$ cat src/rtl/cfg_dprio_pkg.sv
// Shared definitions for the DPRIO status-capture block: handshake FSM
// state encodings and the stale-counter type.
package cfg_dprio_pkg;

    typedef enum logic [1:0] {
        ST_IDLE    = 2'b00,
        ST_CAPTURE = 2'b01,
        ST_ACK_HI  = 2'b10
    } hs_state_e;

    localparam int unsigned STALE_CNT_W = 16;

    typedef logic [STALE_CNT_W-1:0] stale_cnt_t;

endpackage

$ cat src/rtl/cfg_dprio_bitsync_sr.sv
// Single-bit shift-register synchronizer with synchronous active-high reset.
// The output is the last stage; the first stage may go metastable.
module cfg_dprio_bitsync_sr #(
    parameter int SYNC_STAGES = 2
) (
    input  logic clk,
    input  logic rst,
    input  logic d_i,
    output logic q_o
);

    logic [SYNC_STAGES-1:0] sync_q;

    // Shift the asynchronous input through the synchronizer chain.
    always_ff @(posedge clk) begin
        // NOTE: non-blocking assignments keep every flop sampling the
        // pre-edge value of its neighbour; blocking ones would collapse
        // the chain into a single stage.
        if (rst) begin
            sync_q <= '0;
        end else begin
            sync_q <= {sync_q[SYNC_STAGES-2:0], d_i};
        end
    end

    assign q_o = sync_q[SYNC_STAGES-1];

endmodule

$ cat src/rtl/cfg_dprio_status_capture.sv
// Status-word capture with a write_en/write_en_ack handshake, sticky
// per-bit change tracking, a stale-data watchdog and a registered irq.
module cfg_dprio_status_capture
    import cfg_dprio_pkg::*;
#(
    parameter int DATA_WIDTH   = 16,
    parameter int STALE_CYCLES = 1024,
    parameter int SYNC_STAGES  = 2
) (
    input  logic                  clk,
    input  logic                  rst,
    input  logic                  write_en,
    input  logic [DATA_WIDTH-1:0] stat_data_in,
    input  logic                  clr_sticky,
    input  logic                  irq_en,
    output logic                  write_en_ack,
    output logic [DATA_WIDTH-1:0] stat_data_out,
    output logic                  stat_valid,
    output logic [DATA_WIDTH-1:0] stat_change,
    output logic                  stat_stale,
    output logic                  irq
);

    localparam stale_cnt_t STALE_MAX = stale_cnt_t'(STALE_CYCLES);

    logic                  we_s;
    hs_state_e             state_q, state_d;
    logic                  capture;
    logic [DATA_WIDTH-1:0] data_q, data_d;
    logic [DATA_WIDTH-1:0] change_q, change_d;
    logic                  valid_q, valid_d;
    logic                  ack_q, ack_d;
    logic                  irq_q, irq_d;
    stale_cnt_t            cnt_q, cnt_d;
    logic                  stale;

    cfg_dprio_bitsync_sr #(
        .SYNC_STAGES(SYNC_STAGES)
    ) u_we_sync (
        .clk(clk),
        .rst(rst),
        .d_i(write_en),
        .q_o(we_s)
    );

    // Handshake FSM next-state; stray encodings recover to IDLE.
    always_comb begin
        // NOTE: state_d is assigned before the case so every path drives it
        // and no latch is inferred.
        state_d = ST_IDLE;
        case (state_q)
            ST_IDLE:    state_d = we_s ? ST_CAPTURE : ST_IDLE;
            ST_CAPTURE: state_d = ST_ACK_HI;
            ST_ACK_HI:  state_d = we_s ? ST_ACK_HI : ST_IDLE;
            default:    state_d = ST_IDLE;
        endcase
    end

    assign capture = (state_q == ST_CAPTURE);
    assign stale   = (cnt_q == STALE_MAX);

    // Capture datapath, sticky change mask, stale counter and irq next-state.
    always_comb begin
        data_d   = data_q;
        valid_d  = valid_q;
        // A clear pulse wipes history, but a coincident capture still ORs in
        // its own differences so no fresh change is lost.
        change_d = clr_sticky ? '0 : change_q;
        if (capture) begin
            data_d  = stat_data_in;
            valid_d = 1'b1;
            if (valid_q) begin
                change_d = change_d | (stat_data_in ^ data_q);
            end
        end

        if (capture) begin
            cnt_d = '0;
        end else if (stale) begin
            cnt_d = cnt_q;
        end else begin
            cnt_d = cnt_q + stale_cnt_t'(1);
        end

        ack_d = (state_d == ST_ACK_HI);
        irq_d = irq_en & ((|change_q) | stale);
    end

    // All state registers share one synchronous reset.
    always_ff @(posedge clk) begin
        if (rst) begin
            state_q  <= ST_IDLE;
            data_q   <= '0;
            change_q <= '0;
            valid_q  <= 1'b0;
            ack_q    <= 1'b0;
            irq_q    <= 1'b0;
            cnt_q    <= '0;
        end else begin
            state_q  <= state_d;
            data_q   <= data_d;
            change_q <= change_d;
            valid_q  <= valid_d;
            ack_q    <= ack_d;
            irq_q    <= irq_d;
            cnt_q    <= cnt_d;
        end
    end

    assign write_en_ack  = ack_q;
    assign stat_data_out = data_q;
    assign stat_valid    = valid_q;
    assign stat_change   = change_q;
    assign stat_stale    = stale;
    assign irq           = irq_q;

endmodule
$ cat config.mk
export PLATFORM = sky130hd
export DESIGN_NAME = cfg_dprio_status_capture
export DESIGN_NICKNAME = d
export VERILOG_FILES = /design/src/rtl/cfg_dprio_pkg.sv /design/src/rtl/cfg_dprio_bitsync_sr.sv /design/src/rtl/cfg_dprio_status_capture.sv
export SDC_FILE = /design/constraint.sdc
export NUM_CORES = 1
export LEC_CHECK = 0
export ABC_AREA = 1
export BUFFER_PORTS_ARGS = -buffer_cell sky130_fd_sc_hd__buf_2
export CORE_UTILIZATION = 60
export CTS_BUF_LIST = sky130_fd_sc_hd__clkbuf_8
export DETAILED_ROUTE_END_ITERATION = 16
export GPL_ROUTABILITY_DRIVEN = 0
export GPL_TIMING_DRIVEN = 0
export PLACE_DENSITY = 0.95
export RECOVER_POWER = 25
export SYNTH_ARGS = -nofsm -noshare
export SYNTH_HDL_FRONTEND = slang
export SYNTH_HIERARCHICAL = 1
export SYNTH_SLANG_ARGS = --single-unit
$ cat constraint.sdc
create_clock -name clk -period 1.81 [get_ports clk]
set_input_delay 0.362 -clock clk [delete_from_list [all_inputs] [get_ports clk]]
set_output_delay 0.362 -clock clk [all_outputs]
set_load 0.02 [all_outputs]
==> results, run 1 <==
- The critical path's slowest cell is dfxtp_1.
- The finished layout cell area is 0.00305 sq mm.
- The worst setup path is captured at an output pin.
- The first global-routing pass estimated 9.09 mm of wire.
- The end point of the most critical hold path is u_we_sync/sync_q[0].
- The clock latency of the later-clocked register in the worst-skew pair is 0.30 ns.
- The worst min-delay path class is input pin to register.
- The maximum resistive drop on vdd is 0.581 mV.
- Setup slack on the worst reg-to-reg path comes out at 0.16 ns.
- For this run, design rule violations remaining after detail routing come to 0.
- For this design the static power due to leakage is 1.43 nW.
- The mean post-synth cell area is 7.33 sq um.
- Setup repair after global routing left no endpoint under its margin.
- Setup slack on the critical path of the routed design comes to 0.0654 ns.
- The placed standard-cell area is 0.00292 sq mm.
- The maximum clock frequency is 0.573 GHz.
- For this run, the total global-route usage over all layers was measured as 0.266.
- 57 I/O pins were placed.
- Setup violations remaining at the end of the flow were counted as 0.
- The number of global-route vias before repair is 2208.
- The critical path goes through inv_1 -> ha_2 -> nand4_1 -> nor2_4 -> buf_4.
- The flow ran to the end, and the final reports show no timing, DRC or antenna violations.
- CTS built an H-tree with a depth of 2.
- The number of inserted diodes is 0.
- The total design power is 2.37 mW.
- The launch point of the worst path is cnt_q[0].
- For this design, the sink count on the clock tree is 55.
- In the routed layout, each cell is associated on average with a via count of 5.11.
- Clock-pin slew was measured on the worst setup and hold paths at 0.10 ns.
- The startpoint identified for the worst register-to-register timing path is state_q[0].
- The startpoint-to-endpoint class of the critical path is register to output pin.
- The start point of the worst min-delay path is write_en.
- The via count is 2382.
- The die covers 0.00455 sq mm.
- Adding up every negative setup slack in the final design gives 0 ns.
- The endpoint identified for the worst register-to-register timing path is cnt_q[12].
- The wire-length estimate of the detail-placed layout is 4.35 mm.
- The maximum number of pins on one net before global-route repair is 17.
- The detailed-routing iteration count for the pre-antenna-repair pass is 4.
- The sequential cells in the finished layout cover a total of 0.00110 sq mm.
- The detailed router finished its first iteration with 147 violations.
- The count of antenna-violating nets left after detailed routing is 0.
- Counting instances, the worst hold path has a depth of 3.
- Buffers placed on the I/O ports in this run total 56.
- Dividing the final minimum period by the clock period gives 0.964.
- The filler cells instantiated in the layout total 283.
- The tool flagged a number of max-cap violations equal to 0.
- The peak fanout along the critical path is 3.
- The count of cell types in the netlist is 25.
- In the synthesized netlist, the number of instances is 351.
- The depth of the worst register-to-register path is 6.
- After detailed routing, the total wire length is 5.71 mm.
- The placeable core region is 0.00406 sq mm.
- Data on the critical path is required at its endpoint by 1.45 ns.
- The worst endpoint data arrival time is 1.38 ns.
- The maximum clock path buffer count is 2.
- Between clock sinks in the finished design, the worst skew comes to 0.00635 ns.
- The type of element launching the critical path is a register.
- The number of pins with negative max-slew slack in the final report came to 0.
- In this design, the stage delay of the slowest critical-path cell is 0.34 ns.
- The tightest slew margin relative to the limit is 0.526.
- During synthesis, Yosys emitted a total of 6 warnings.
- The floorplan row count is 23.
- The total CTS buffers is 5.
- For this run, the register share of the synthesized area comes to 0.428.
- Measured along the x axis, the die boundary spans 67.5 um.
- The net count after synthesis is 374.
- After clock tree synthesis, the flow added hold-fix buffers numbering 0.
- Summing every instance area after synthesis gives 0.00257 sq mm.
- The initial antenna violation count is 0.
- The worst path in the final design needs a cycle of 1.74 ns, including I/O delays and setup.
- The average detailed-routed wire length per instance is 12.2 um.
- The power density of the placed cells is 778 mW/mm^2.
- The y dimension of the die is 67.5 um.
- The clock root buffer is clkbuf_8.
- Before CTS, the worst setup slack after placement is 0.314 ns.
- The initial cell density of the core is 0.634.
- In the final layout, the share of cells above drive strength 1 is 0.240.
- The placed instance count is 457.
- The residual overflow from global routing is 0.
- After synthesis the netlist holds a flip-flop and latch count of 55.
- The actual transition at the worst max-transition pin is 0.711 ns.
- The number of hold violations in the final report is 0.
- The critical path contains buffers and inverters numbering 2 combined.
- The clock tree from TritonCTS is built.
- The final layout contains 438 nets.
- Broken down by cell family, the worst path's largest delay share belongs to flip-flops.
- The area of combinational cells with multiple inputs is 0.00130 sq mm.
- The area overhead of the layout relative to synthesis is 18.6%.
- The post-route non-filler standard cell count is 466.
[stage by stage]
stage,hold slack (ns),util
5_1_grt,0.245,0.752
3_5_place_dp,0.400,0.718
4_1_cts,0.247,0.755
3_3_place_gp,0.391,0.718
6_report,0.258,0.752
2_1_floorplan,0.388,-
[cell usage in the layout, fill, tap and decap left out]
master	synthesis	final
nor2_2	4	3
nor2_1	74	75
xor2_1	18	18
buf_8	1	1
inv_1	25	27
buf_6	2	2
nor2_8	1	1
o21ai_0	17	17
dfxtp_1	55	54
buf_1	1	1
nand2_1	73	73
nand2_4	1	1
o21ai_1	3	3
buf_4	0	2
ha_2	0	1
nand4_1	3	3
dfxtp_2	0	1
nor3_1	2	2
buf_2	1	50
nand2_2	12	12
nand3_2	1	1
inv_2	5	4
nor2_4	4	4
ha_1	2	1
nand3_1	13	13
clkbuf_8	0	5
a21oi_2	10	10
bufinv_16	0	2
clkbuf_1	4	10
a21oi_1	19	19
[logic make-up after synthesis]
| group | share of synthesized area |
|---|---|
| and+or+nand+nor | 0.323 |
| DFF | 0.428 |
| AOI/OAI and AO/OA | 0.110 |
| buffers and inverters | 0.0676 |
| xor gates and xnor gates | 0.0613 |
| adders and majority gates | 0.00973 |
[power by group]
group / internal, mW / total [mW] / switching (mW)
clock network: 0.547 / 0.934 / 0.386
registers: 1.23 / 1.25 / 0.0200
logic: 0.0669 / 0.186 / 0.120
[worst register-to-register path, delay by kind of cell (launching register included)]
kind	cells	cell delay (ns)
DFF	1	0.33
AOI/OAI and AO/OA	1	0.07
buffers and inverters	3	0.55
and+or+nand+nor	2	0.59
[registers in the layout (all words and copies together) (netlist names)]
name / cells
write_en_ack: 1
stat_valid: 1
state_q: 2
irq: 1
stat_change: 16
u_we_sync/sync_q: 2
stat_data_out: 16
cnt_q: 16
[layer usage]
metal	vias to the layer above	share of wire	GRT usage
li1	1226	-	-
met5	-	0	0
met3	6	0.046	0.0659
met1	1099	0.42	0.290
met4	0	0.010	0.0904
met2	51	0.53	0.491
[how the worst max path moves through the flow]
stage | cells past startpoint | end
after floorplan | 4 | stat_stale
after global placement | 5 | stat_stale
after detailed placement | 5 | stat_stale
after CTS | 5 | stat_stale
after global routing | 5 | stat_stale
final | 5 | stat_stale
[cells in the mapped netlist]
cell type   n  area share
buf_1       1      0.0015
a21oi_1    19       0.037
nor3_1      2      0.0039
buf_6       2      0.0088
nand3_1    13       0.025
a21oi_2    10       0.034
clkbuf_1    4      0.0058
nor2_4      4       0.018
buf_2       1      0.0019
nor2_8      1      0.0078
xor2_1     18       0.061
inv_1      25       0.036
nand4_1     3      0.0073
nor2_1     74        0.11
nand2_1    73        0.11
o21ai_1     3      0.0058
ha_1        2      0.0097
nand2_4     1      0.0044
dfxtp_1    55        0.43
buf_8       1      0.0058
o21ai_0    17       0.033
nor2_2      4      0.0097
inv_2       5      0.0073
nand3_2     1      0.0039
nand2_2    12       0.029
[repair_timing]
item                       4_1_cts  5_1_grt
setup endpoints to repair        1        1
setup buffers                    1        0
pin swaps                        1        1
gates resized for setup          2        2
[cell type report]
class | count | area share
Tap cell | 50 | 0.0205
Sequential cell | 55 | 0.361
Multi-Input combinational cell | 257 | 0.425
Clock buffer | 5 | 0.0226
Timing Repair Buffer | 57 | 0.0927
Clock inverter | 3 | 0.0209
Buffer | 9 | 0.0201
Inverter | 30 | 0.0369
Note: power is estimated with default switching activity, not from simulation.
==> inputs of run 2 (changes only) <==
Settings changed: SETUP_SLACK_MARGIN from default to 0.5.
==> run 2 against run 1 <==
Die area unchanged. Worst setup slack gained 0.049 ns. Critical endpoint unchanged. Sequential cell count is the same. First-iteration DRC count fell by 5.4%. Core utilization up 4.8 points. Worst hold slack improved by 0.00077 ns. Sequential share of layout area decreased by 1.7 points. Global-route usage up 1.4 points. Critical path depth did not move.
==> results, run 2 (synthesized netlist as in run 1, its figures left out) <==
- The flow ran to the end, and the final reports show no timing, DRC or antenna violations.
- The maximum resistive drop on vdd is 0.573 mV (-1.3%).
- The number of buffers inserted by port buffering is 56 (unchanged).
- The layout net count is 457 (+4.3%).
- The internal power contribution was 1.87 mW (+1.3%).
- The first-pass GRT wire length came to 9.51 mm (+4.6%).
- The fraction of power spent switching nets was 0.224 (+0.00213).
- The residual overflow from global routing is 0 (unchanged).
- The wire length reported by the detailed router was 6.40 mm (+12%).
- The hold slack is 0.259 ns (+0.000772 ns).
- The largest incremental delay on the critical path is 0.35 ns (about the same).
- The critical path's slowest cell is dfxtp_2.
- TritonCTS built the clock tree.
- The overall global routing resource usage is 0.280 (+0.0142).
- The share of the clock period used by the worst path is 0.937 (-0.0273).
- The fraction of final layout cells sized beyond drive strength 1 is 0.322 (+0.0815).
- The number of buffer and inverter stages on the critical path is 2 (unchanged).
- The maximum level of the CTS H-tree is 2 (unchanged).
- The accumulated negative setup slack is 0 ns (unchanged).
- The average detailed-routed wire length per instance is 13.2 um (+7.7%).
- The floorplan row count came to 23 (unchanged).
- The initial cell density of the core was 0.634 (unchanged).
- The detailed router's first-iteration violation count was 139 (-5.4%).
- The max-cap check violation count is 0 (unchanged).
- The clock latency of the later-clocked register in the worst-skew pair is 0.30 ns (about the same).
- The initial antenna violation count is 0 (unchanged).
- The number of top-level pins was 57 (unchanged).
- The full die area was 0.00455 sq mm (unchanged).
- The sequential fraction of design power is 0.519 (-0.009).
- The number of hold violations in the final report is 0 (unchanged).
- The library cell used most frequently in the layout, excluding fill and tap cells, is nor2_1.
- The number of sinks driven by the clock tree was 55 (unchanged).
- The total CTS buffers came to 5 (unchanged).
- The clock root buffer is clkbuf_8.
- The required time of the worst setup path is 1.45 ns (about the same).
- The detailed-routing iteration count for the pre-antenna-repair pass is 4 (unchanged).
- Traced cell by cell, the critical path runs through inv_2 -> ha_4 -> nand4_1 -> nor2_4 -> buf_6.
- The placeable core region is 0.00406 sq mm (unchanged).
- Setup repair after global routing could not meet its margin everywhere.
- Leaving out fill and tap cells, the most frequent cells in the layout are 73 x nor2_1, 72 x nand2_1, 53 x buf_2.
- The leakage power of the design came to 1.51 nW (+5.7%).
- The finished layout cell area is 0.00325 sq mm (+6.4%).
- The actual transition at the worst max-transition pin is 0.703 ns (-0.00861 ns).
- The type of element launching the critical path is a register.
- The tightest slew margin relative to the limit came to 0.532 (+0.00574).
- The y dimension of the die is 67.5 um (unchanged).
- The worst setup path is captured at an output pin.
- The part of the total power dissipated in combinational logic is 0.095 (+0.016).
- The clock input transition at the sequential cells of the worst setup and hold paths is 0.10 ns (about the same).
- The count of endpoints failing setup in the final report is 0 (unchanged).
- The clock network power share came to 0.387 (-0.006).
- The worst min-delay path class is input pin to register.
- The maximum clock frequency is 0.590 GHz (+2.9%).
- The final-layout fill cell count came to 255 (-9.9%).
- The count of antenna-violating nets left after detailed routing is 0 (unchanged).
- The setup clock skew after layout is 0.00603 ns (-0.000319 ns).
- The peak fanout along the critical path is 2 (-1).
- The worst endpoint data arrival time was 1.33 ns (-0.05 ns).
- The final critical-path required period is 1.70 ns (-0.0495 ns).
- The net switching component of the power is 0.539 mW (+2.6%).
- The number of buffers inserted by hold repair at cts is 0 (unchanged).
- The number of global-route vias before repair is 2306 (+4.4%).
- The estimated wirelength of the detail-placed design is 4.35 mm (unchanged).
- The cell family contributing the most delay on the critical path is flip-flops.
- The maximum number of pins on one net before global-route repair was 17 (unchanged).
- The number of pins with negative max-slew slack in the final report is 0 (unchanged).
- Relative to the synthesized area, the layout overhead comes to 26.3%.
- The total DRC errors in the routed layout came to 0 (unchanged).
- The placed standard-cell area was 0.00292 sq mm (unchanged).
- The number of inserted diodes came to 0 (unchanged).
- The critical path is of the register to output pin type.
- The maximum clock path buffer count was 2 (unchanged).
- The via density per instance was 5.18 (+1.4%).
- The power density of the placed cells is 742 mW/mm^2 (-4.6%).
- The horizontal die dimension is 67.5 um (unchanged).
- The via count came to 2513 (+5.5%).
run 2: power by group through the flow:
stage	registers, mW	logic [mW]	clock network, mW
global route	1.25	0.247	0.992
CTS	1.25	0.215	0.943
finish	1.25	0.229	0.932
detailed placement	1.28	0.185	0
global placement	1.28	0.179	0
floorplan	1.30	0.0989	0
run 2: metal layers:
metal / track usage / wire [um]
met1: 0.301 / 2530
met2: 0.511 / 3400
met3: 0.0709 / 327
met4: 0.117 / 134
met5: 0 / 0
run 2: path summary, 6_finish.rpt:
check | cells after the start | end | slack (ns) | startpoint
hold reg to reg | 2 | u_we_sync/sync_q[1] | 0.41 | u_we_sync/sync_q[0]
setup reg to reg | 7 | stat_data_out[11] | 0.23 | state_q[0]
hold / removal | 3 | u_we_sync/sync_q[0] | 0.26 | write_en
setup / recovery | 5 | stat_stale | 0.11 | cnt_q[1]
run 2: cell type report:
cell class / count / area [sq um] / share of cell area
buffer: 9 / 47.5 / 0.0146
clock buffer: 5 / 68.8 / 0.0212
clock inverter: 3 / 63.8 / 0.0196
inverter: 30 / 113 / 0.0347
multi-input combinational: 257 / 1330 / 0.410
sequential: 55 / 1120 / 0.344
tap: 50 / 62.6 / 0.0193
timing repair buffer: 76 / 444 / 0.137
run 2: worst register-to-register path: stages, from the launching register on:
cell	delay (ns)
dfxtp_1	0.32
inv_1	0.08
nor2_1	0.07
clkinv_1	0.07
clkbuf_1	0.39
clkbuf_1	0.40
nor2_1	0.09
nor2_1	0.12
run 2: timing repair:
item / CTS / global route
pin swaps: 4 / 7
gates cloned: 0 / 0
setup buffers: 9 / 11
resized for setup: 22 / 18
endpoints found under the hold margin: 0 / 0
endpoints found under the setup margin: 2 / 32
run 2: per-stage QoR:
stage | setup WS, ns | power [mW] | util | cells
2_1_floorplan | 0.507 | 1.39 | - | 351
3_3_place_gp | 0.338 | 1.46 | 0.718 | 457
3_5_place_dp | 0.314 | 1.47 | 0.718 | 457
4_1_cts | 0.204 | 2.41 | 0.784 | 474
5_1_grt | 0.0856 | 2.49 | 0.800 | 485
6_report | 0.115 | 2.41 | 0.800 | 485
